`src/rtl/n64_pkg.sv`:
```
// Shared definitions for the N64 controller responder.
// Command codes, register indices, FSM states, timing helper.
package n64_pkg;

    localparam logic [7:0] CMD_STATUS = 8'h00;
    localparam logic [7:0] CMD_POLL   = 8'h01;
    localparam logic [7:0] CMD_RESET  = 8'hFF;

    localparam logic [1:0] REG_BUTTONS = 2'd0;
    localparam logic [1:0] REG_STATUS  = 2'd1;
    localparam logic [1:0] REG_POLLCNT = 2'd2;
    localparam logic [1:0] REG_CTRL    = 2'd3;

    typedef enum logic [2:0] {
        IDLE,
        RX_BIT,
        RX_STOP,
        IGNORE,
        GAP,
        TX,
        TX_STOP
    } state_t;

    function automatic int us_to_clks(input int us, input int clks_per_us);
        return us * clks_per_us;
    endfunction

endpackage

```
`src/rtl/n64_bit_tx.sv`:
```
// One N64 line bit: '0' = 3us low + 1us high, '1' = 1us low + 3us high.
// done is high on the last clock of the 4us bit cell.
module n64_bit_tx import n64_pkg::*; #(
    parameter int CLKS_PER_US = 100
) (
    input  logic clk,
    input  logic rst_n,
    input  logic start,
    input  logic bit_val,
    output logic line_low,
    output logic done
);

    localparam int BIT_CLKS = us_to_clks(4, CLKS_PER_US);
    localparam int CW = $clog2(BIT_CLKS + 1);
    localparam logic [CW-1:0] LAST = CW'(BIT_CLKS - 1);
    localparam logic [CW-1:0] ONE_LOW = CW'(us_to_clks(1, CLKS_PER_US));
    localparam logic [CW-1:0] ZERO_LOW = CW'(us_to_clks(3, CLKS_PER_US));

    logic          active;
    logic          val;
    logic [CW-1:0] cnt;

    always_ff @(posedge clk or negedge rst_n) begin
        if (!rst_n) begin
            active <= 1'b0;
            val    <= 1'b0;
            cnt    <= '0;
        end else if (start) begin
            active <= 1'b1;
            val    <= bit_val;
            cnt    <= '0;
        end else if (active) begin
            if (cnt == LAST)
                active <= 1'b0;
            cnt <= cnt + 1'b1;
        end
    end

    assign line_low = active && (cnt < (val ? ONE_LOW : ZERO_LOW));
    assign done     = active && (cnt == LAST);

endmodule

```
`src/rtl/n64_controller_responder.sv`:
```
// N64 controller emulator: decodes host commands on Din, answers on Dout.
// Define N64_RESP_IRQ_EN to add the IRQ port and STATUS[2] irq_pend.
module n64_controller_responder import n64_pkg::*; #(
    parameter int          CLKS_PER_US = 100,
    parameter int          IDLE_TO_US  = 16,
    parameter int          RESP_GAP_US = 2,
    parameter logic [23:0] DEV_ID      = 24'h050002
) (
    input  logic        PCLK,
    input  logic        PRESERN,
    input  logic        PSEL,
    input  logic        PENABLE,
    input  logic        PWRITE,
    input  logic [31:0] PADDR,
    input  logic [31:0] PWDATA,
    output logic        PREADY,
    output logic        PSLVERR,
    output logic [31:0] PRDATA,
`ifdef N64_RESP_IRQ_EN
    output logic        IRQ,
`endif
    input  logic        Din,
    output logic        Dout
);

    localparam int TW = $clog2(16 * CLKS_PER_US + 1);
    localparam logic [TW-1:0] IDLE_CLKS =
        TW'(us_to_clks(IDLE_TO_US, CLKS_PER_US));
    localparam logic [TW-1:0] SAMPLE_AT = TW'(us_to_clks(2, CLKS_PER_US) - 1);
    localparam logic [TW-1:0] GAP_END =
        TW'(us_to_clks(RESP_GAP_US, CLKS_PER_US) - 1);
    localparam logic [TW-1:0] STOP_END = TW'(us_to_clks(2, CLKS_PER_US) - 1);

    state_t        state, state_nx;
    logic          din_s1, din_s2, din_q;
    logic [TW-1:0] tmr, idle_cnt;
    logic          flag;
    logic [5:0]    bit_cnt;
    logic [7:0]    rx_sr, last_cmd;
    logic [31:0]   tx_sr, buttons;
    logic          rx_err;
    logic [15:0]   poll_cnt;
    logic          st_irq;

    logic din_fall, din_rise, idle_hit, sample, is_known;
    logic tx_start, abort, cmd_done, tx_end, poll_done;
    logic bit_low, bit_done, apb_wr, ctrl_wr, busy;
    logic unused_apb;

    assign din_fall  = din_q & ~din_s2;
    assign din_rise  = ~din_q & din_s2;
    assign idle_hit  = (idle_cnt == IDLE_CLKS);
    assign sample    = (state == RX_BIT) && !flag && (tmr == SAMPLE_AT);
    assign is_known  = (rx_sr == CMD_STATUS) || (rx_sr == CMD_RESET) ||
                       (rx_sr == CMD_POLL);
    assign poll_done = tx_end && (last_cmd == CMD_POLL);
    assign apb_wr    = PSEL & PENABLE & PWRITE;
    assign ctrl_wr   = apb_wr && (PADDR[3:2] == REG_CTRL);
    assign busy      = (state != IDLE);
    assign PREADY    = 1'b1;
    assign PSLVERR   = 1'b0;
    assign unused_apb = ^{PADDR[31:4], PADDR[1:0], PWDATA[31:1]};

    n64_bit_tx #(.CLKS_PER_US(CLKS_PER_US)) u_bit_tx (
        .clk      (PCLK),
        .rst_n    (PRESERN),
        .start    (tx_start),
        .bit_val  (tx_sr[31]),
        .line_low (bit_low),
        .done     (bit_done)
    );

    always_ff @(posedge PCLK or negedge PRESERN) begin
        if (!PRESERN)
            state <= IDLE;
        else
            state <= state_nx;
    end

    always_comb begin
        state_nx = state;
        tx_start = 1'b0;
        abort    = 1'b0;
        cmd_done = 1'b0;
        tx_end   = 1'b0;
        unique case (state)
            IDLE:
                if (din_fall)
                    state_nx = RX_BIT;
            RX_BIT:
                if (idle_hit) begin
                    abort    = 1'b1;
                    state_nx = IDLE;
                end else if (sample && bit_cnt == 6'd7) begin
                    state_nx = RX_STOP;
                end
            RX_STOP:
                if (idle_hit) begin
                    abort    = 1'b1;
                    state_nx = IDLE;
                end else if (flag && din_rise) begin
                    cmd_done = 1'b1;
                    state_nx = is_known ? GAP : IGNORE;
                end
            IGNORE:
                if (idle_hit && din_s2)
                    state_nx = IDLE;
            GAP:
                if (tmr == GAP_END) begin
                    tx_start = 1'b1;
                    state_nx = TX;
                end
            TX:
                if (bit_done) begin
                    if (bit_cnt == 6'd1)
                        state_nx = TX_STOP;
                    else
                        tx_start = 1'b1;
                end
            TX_STOP:
                if (tmr == STOP_END) begin
                    tx_end   = 1'b1;
                    state_nx = IDLE;
                end
            default:
                state_nx = IDLE;
        endcase
    end

    // flag: "bit sampled" in RX_BIT, "stop bit fell" in RX_STOP
    always_ff @(posedge PCLK or negedge PRESERN) begin
        if (!PRESERN) begin
            din_s1   <= 1'b1;
            din_s2   <= 1'b1;
            din_q    <= 1'b1;
            tmr      <= '0;
            idle_cnt <= '0;
            flag     <= 1'b0;
            bit_cnt  <= '0;
            rx_sr    <= '0;
            last_cmd <= '0;
            tx_sr    <= '0;
            buttons  <= '0;
            rx_err   <= 1'b0;
            poll_cnt <= '0;
            Dout     <= 1'b1;
        end else begin
            din_s1 <= Din;
            din_s2 <= din_s1;
            din_q  <= din_s2;
            if (state_nx != state || (state == RX_BIT && din_fall))
                tmr <= '0;
            else
                tmr <= tmr + 1'b1;
            if (din_fall || din_rise)
                idle_cnt <= '0;
            else if (!idle_hit)
                idle_cnt <= idle_cnt + 1'b1;
            if (state == IDLE) begin
                flag    <= 1'b0;
                bit_cnt <= '0;
            end
            if (din_fall && (state == RX_BIT))
                flag <= 1'b0;
            if (din_fall && (state == RX_STOP))
                flag <= 1'b1;
            if (sample) begin
                rx_sr   <= {rx_sr[6:0], din_s2};
                bit_cnt <= bit_cnt + 1'b1;
                flag    <= (bit_cnt != 6'd7);
            end
            if (cmd_done) begin
                last_cmd <= rx_sr;
                bit_cnt  <= (rx_sr == CMD_POLL) ? 6'd32 : 6'd24;
                tx_sr    <= (rx_sr == CMD_POLL) ? buttons : {DEV_ID, 8'h00};
            end
            if (tx_start)
                tx_sr <= {tx_sr[30:0], 1'b0};
            if (state == TX && bit_done)
                bit_cnt <= bit_cnt - 1'b1;
            if (abort)
                rx_err <= 1'b1;
            if (poll_done)
                poll_cnt <= poll_cnt + 1'b1;
            Dout <= ~((state == TX && bit_low) || state == TX_STOP);
            if (apb_wr && PADDR[3:2] == REG_BUTTONS)
                buttons <= PWDATA;
            if (ctrl_wr && PWDATA[0]) begin
                rx_err   <= 1'b0;
                poll_cnt <= '0;
            end
        end
    end

`ifdef N64_RESP_IRQ_EN
    logic irq_pend;

    always_ff @(posedge PCLK or negedge PRESERN) begin
        if (!PRESERN) begin
            IRQ      <= 1'b0;
            irq_pend <= 1'b0;
        end else begin
            IRQ <= poll_done;
            if (poll_done)
                irq_pend <= 1'b1;
            if (ctrl_wr && PWDATA[1])
                irq_pend <= 1'b0;
        end
    end

    assign st_irq = irq_pend;
`else
    assign st_irq = 1'b0;
`endif

    always_comb begin
        PRDATA = '0;
        case (PADDR[3:2])
            REG_BUTTONS: PRDATA = buttons;
            REG_STATUS:  PRDATA = {16'h0, last_cmd, 5'h0, st_irq, rx_err, busy};
            REG_POLLCNT: PRDATA = {16'h0, poll_cnt};
            default:     PRDATA = '0;
        endcase
    end

endmodule

```
`config.mk`:
```
export PLATFORM = sky130hd
export DESIGN_NAME = n64_controller_responder
export DESIGN_NICKNAME = d
export VERILOG_FILES = /design/src/rtl/n64_pkg.sv /design/src/rtl/n64_bit_tx.sv /design/src/rtl/n64_controller_responder.sv
export SDC_FILE = /design/constraint.sdc
export NUM_CORES = 1
export LEC_CHECK = 0
export CAP_MARGIN = 20
export CORE_UTILIZATION = 59
export CTS_CLUSTER_SIZE = 20
export DETAILED_ROUTE_END_ITERATION = 12
export GPL_TIMING_DRIVEN = 0
export PLACE_DENSITY = 0.86
export SETUP_SLACK_MARGIN = 0.05
export SYNTH_ARGS = -nofsm -noshare
export SYNTH_HDL_FRONTEND = slang
export SYNTH_SLANG_ARGS = --single-unit
```
`constraint.sdc`:
```
create_clock -name PCLK -period 5.5 [get_ports PCLK]
set_input_delay 1.1 -clock PCLK [delete_from_list [all_inputs] [get_ports PCLK]]
set_output_delay 1.1 -clock PCLK [all_outputs]
set_load 0.05 [all_outputs]
```
# Word-level counts from Yosys, hierarchy flattened
# Index checks and enable logic that the tools add are counted.
[word_totals] regBits=144 out_inout_bits=35 input_bits=70 word_cells=132
[op_classes] mux=48 n_addsub=6 bitwise=7 n_reduce_logical=32 magnitude_cmp=1 n_eq_ne=20
[ops] operator="32-bit two-way mux" count=3
[ops] operator="32-bit case mux with 3 select lines" count=1
[ops] operator="11-bit two-way mux" count=3
[ops] operator="3-bit two-way mux" count=11
[ops] operator="16-bit two-way mux" count=2
[ops] operator="6-bit two-way mux" count=5
[ops] operator="9-bit two-way mux" count=3
[ops] operator="11-bit by 1-bit adder with 11-bit output, second input constant" count=2
[ops] operator="3-bit case mux with 7 select lines" count=1
[ops] operator="1-bit two-way mux" count=18
[ops] operator="16-bit by 1-bit adder with 16-bit output, second input constant" count=1
[ops] operator="8-bit by 1-bit == test with 1-bit output, second input constant" count=2
[ops] operator="1-bit logical AND" count=15
[ops] operator="11-bit == test, second input constant" count=1
[ops] operator="11-bit by 8-bit == test with 1-bit output, second input constant" count=1
[ops] operator="9-bit by 1-bit adder with 9-bit output, second input constant" count=1
[ops] operator="3-bit == test, second input constant" count=3
[ops] operator="9-bit == test, second input constant" count=1
[ops] operator="9-bit less-than comparator" count=1
[ops] operator="8-bit == test, second input constant" count=1
[ops] operator="8-bit zero test" count=1
[ops] operator="2-bit nonzero test" count=4
[ops] operator="4-bit nonzero test" count=2
[ops] operator="6-bit by 1-bit adder with 6-bit output, second input constant" count=1
[ops] operator="other kinds (19)" count=30

# Depth between registers and ports, before layout
[logic_depth] ltp_word=10 depth_mapped=10 ltp_nobuf=8

# Cells and area by module
# Synthesis repeated with hierarchy kept, for this count alone.
[hier_totals] cells_unflattened=700 hier_area_um2=7325.8
[by_module_without_submodules] module="n64_controller_responder" area_each_um2=6727.7 instances=1 cells_per_inst=639 seq_area_each_um2=3333.2
[by_module_without_submodules] module="n64_bit_tx" area_each_um2=598.1 instances=1 cells_per_inst=61 seq_area_each_um2=275.3

# Worst setup path before layout
# Ideal clock, no wire load.
[synth_path] path_kind="input to output" startpoint="input PADDR[2]" endpoint="output PRDATA[11]" required_time_ps=4400 path_slack_ps=1358 t_arrival_ps=3042 path_stages=4 path_buffers=2 cell_sequence="clkbuf_1 > clkbuf_1 > mux2i_1 > o21ai_0"
[synth_between] elab_chain_len=2 word_cells_on_any_way=4 classes_between="eq/ne (2); mux (1); reduce/logical (1)"
[synth_lines] item="start, declared" line_no="n64_controller_responder.sv:14" source="input logic [31:0] PADDR,"
[synth_lines] item="2-bit == test, or another cell as far along" line_no="n64_controller_responder.sv:218" source="case (PADDR[3:2])"
[synth_lines] item="32-bit case mux with 3 select lines (*)" line_no="n64_controller_responder.sv:218"
[synth_lines] item="end, declared" line_no="n64_controller_responder.sv:18" source="output logic [31:0] PRDATA,"
# Every way passes the cells marked *; elsewhere a longest branch is shown, timed or not.

# Worst setup path in the final report
[layout_path] startpoint="input PADDR[2]" endpoint="output PRDATA[15]"
# The elaborated chain is that of the path after synthesis.

==> summary.md <==
| Metric | Value |
|---|---|
| Post-synthesis xor/xnor area fraction | `4.56%` |
| EDFF count, synth | `0` |
| Avg Cell Area, Syn | `9.91 µm²` |
| Synth Warn # | `0` |
| Largest cells by area after synthesis | `dfrtp_1 (48%), nand2_1 (5.7%), mux2_2 (4.9%)` |
| Buffers added on ports | `72` |
| Die Y | `113 µm` |
| # setup viols final | `0` |
| Post-route minimum period | `5.03 ns` |
| WS Path Type | `input pin to output pin` |
| Pwr Total | `2.86 mW` |
| Tightest Pin Transition | `0.715 ns` |
| GR Util met2 | `49.2%` |
| Multiplexer share of the synthesized area | `7.40%` |
| Hold Path Class | `register to register` |
| GRT overflow | `0` |
| Area share of fa/ha/maj cells after synthesis | `2.23%` |
| Flip-flop and latch count after synthesis | `144` |
| Ports | `105` |
| Largest net degree at the start of global routing | `80` |
| Busiest grt layer | `met2` |
| Clock Latency Late Sink | `0.43 ns` |
| CTS resizes | `0` |
| Fin Hold WS | `0.360 ns` |
| Fin crit share | `91.4%` |
| Max Cap Violations | `0` |
| Initial core utilization | `60.6%` |
| Worst Skew | `0.00847 ns` |
| CP bufs+invs | `4` |
| Area used by multi-input combinational logic | `3420 µm²` |
| Fin. max-slew vios | `0` |
| Share of the yosys chip area belonging to registers | `49.4%` |
| Synthesized area | `7300 µm²` |
| CP endpoint kind | `output pin` |
| Synth cell types | `64` |
| Slew headroom | `51.9%` |
| Root Buffer Master | `clkbuf_16` |
| Max VDD drop | `0.000238 V` |
| Critical path cell sequence | `clkdlybuf4s50_1 -> clkbuf_1 -> clkbuf_1 -> mux2i_1 -> o21ai_0 -> clkdlybuf4s50_1` |
| Lkg Pwr | `3.97 nW` |
| Count of final hold-check violations | `0` |
| Top post-synthesis cells by count | `dfrtp_1 (140), nand2_1 (111), nor2_1 (84)` |
| Fraction of layout instances using a drive strength above 1 | `12.2%` |
| RSZ-0062 raised after global routing | `false` |
| Final nets | `913` |
| Clk slew on worst S/H paths | `0.06 ns` |
| Via/cell ratio | `6.03` |
| Die Width | `113 µm` |
| DR WL/cell | `17.6 µm` |
| Critical Path Slowest Stage Cell | `clkdlybuf4s50_1` |
| # DRC | `0` |
| Worst EP required | `4.40 ns` |
| Count leader, synth | `dfrtp_1` |
| Compound-gate portion of the synthesized area | `11.9%` |
| Post-route ant nets | `0` |
| Post-DP HPWL | `12400 µm` |
| Largest family of logic cells by synthesized area | `simple AND/OR/NAND/NOR gates` |
| Synth Area in Simple Gates | `20.7%` |
| Number of clock sinks | `144` |
| Crit path largest cell delay | `0.87 ns` |
| First-pass GRT wire length | `29600 µm` |
| Sequential cell area | `3610 µm²` |
| Share of the synthesized area in the top cell type | `48.0%` |
| Max FO, Critical Path | `10` |
| Core area | `12100 µm²` |
| Gpl congestion | `0.920` |
| Clock Path Buffers | `2` |
| Async SR Flop Fraction | `100%` |
| Row count | `40` |
| Achievable clock frequency | `199 MHz` |
| M3 GR Usage | `5.78%` |
| CTS tree | `built` |
| Cts hold-fix bufs | `0` |
| Mapped Cells | `737` |
| Setup bufs post-CTS | `0` |
| Status | `finished, final reports clean` |
| Area Overhead vs Synth | `21.3%` |
| Antenna violations before repair | `0` |
| Top delay family on crit path | `buffers and inverters` |
| Dominant synthesized flop cell | `dfrtp_1` |
| Startpoint class of the critical path | `input pin` |
| Drt total wl | `17800 µm` |
| Post-route cell area | `8860 µm²` |
| Largest area contributor in the netlist | `dfrtp_1` |
| DRT iter0 DRCs | `674` |
| GRT Util Overall | `29.5%` |
| Total die area | `12800 µm²` |
| Via count | `6094` |
| Vias in the first global route | `5954` |
| H-tree depth | `4` |
| Fillers | `815` |
| PwrDens | `322 nW/µm²` |
| Syn Nets | `820` |
| CTS Buf Count | `17` |
| GR Util met1 | `37.9%` |
| Placement Cell Area | `8260 µm²` |
| DRT Pass-1 Iters | `5` |
| WP data arrival | `3.93 ns` |
| N_diodes | `0` |
flip-flops by register name, indices dropped and copies added, names as in the netlist, 3 cells and up:
name,flops
last_cmd,8
idle_cnt,11
bit_cnt,6
tmr,11
u_bit_tx.cnt,9
state,3
tx_sr,32
rx_sr,8
poll_cnt,16
buttons,32
worst paths after layout:
check / startpoint / end / slack [ns] / cells past startpoint
min reg2reg: din_s1 / din_s2 / 0.36 / 0
max in group asynchronous: PRESERN / din_s1 / 4.02 / 2
min in group asynchronous: PRESERN / buttons[6] / 0.65 / 1
max reg2reg: u_bit_tx.cnt[0] / tx_sr[22] / 2.61 / 10
min: din_s1 / din_s2 / 0.36 / 0
max: PADDR[2] / PRDATA[15] / 0.47 / 6
cells by family after synthesis:
group | Yosys count
AND/OR/NAND/NOR | 321
adder cells (fa/ha/maj) | 13
XOR/XNOR | 38
buffers and inverters | 64
AO/OA/AOI/OAI | 105
flip-flops | 144
multiplexers | 50
other | 2
cell usage in the layout, fill, tap and decap left out, types with 17 or more instances in the layout:
cell,synthesis,routed
dfrtp_1,140,140
nand2_1,111,111
nor2_1,84,84
clkdlybuf4s50_1,0,71
clkbuf_1,31,32
mux2_2,32,32
a221o_1,31,31
nand3_1,28,28
and2_1,28,28
xnor2_1,21,21
o21ai_0,20,20
inv_1,20,20
mux2i_1,18,18
xor2_1,17,17
clkbuf_16,0,17
per-layer routing:
layer  share of wire (%)  up-vias
li1                    -     2773
met3                 6.1       39
met4                 2.6        0
met1                  41     3005
met2                  50      277
met5                   0        -
power by group:
part           leakage [nW]  internal [mW]  switching [mW]  total, mW
Sequential             1.90           1.16           0.112       1.27
Clock                 0.287          0.693           0.458       1.15
Combinational          1.78          0.191           0.242      0.432
Total                  3.97           2.04           0.812       2.86
per-stage QoR:
stage / cells / TNS, ns / utilization (%) / worst slack [ns]
final: 1011 / 0 / 73.5 / 0.474
after global routing: 1011 / 0 / 73.5 / 0.307
after CTS: 1010 / 0 / 73.4 / 0.508
after detailed placement: 978 / 0 / 68.5 / 0.513
after global placement: 977 / -292.06 / 68.3 / -2.08
after floorplan: 737 / 0 / - / 1.36
layout make-up:
cell class | count | share of cell area, %
Inverter | 20 | 0.847
Sequential cell | 144 | 40.7
Clock inverter | 12 | 1.51
Timing Repair Buffer | 74 | 8.52
Multi-Input combinational cell | 529 | 38.6
Tap cell | 168 | 2.37
Clock buffer | 20 | 5.15
Buffer | 44 | 2.23
(Power assumes the default switching activity.)
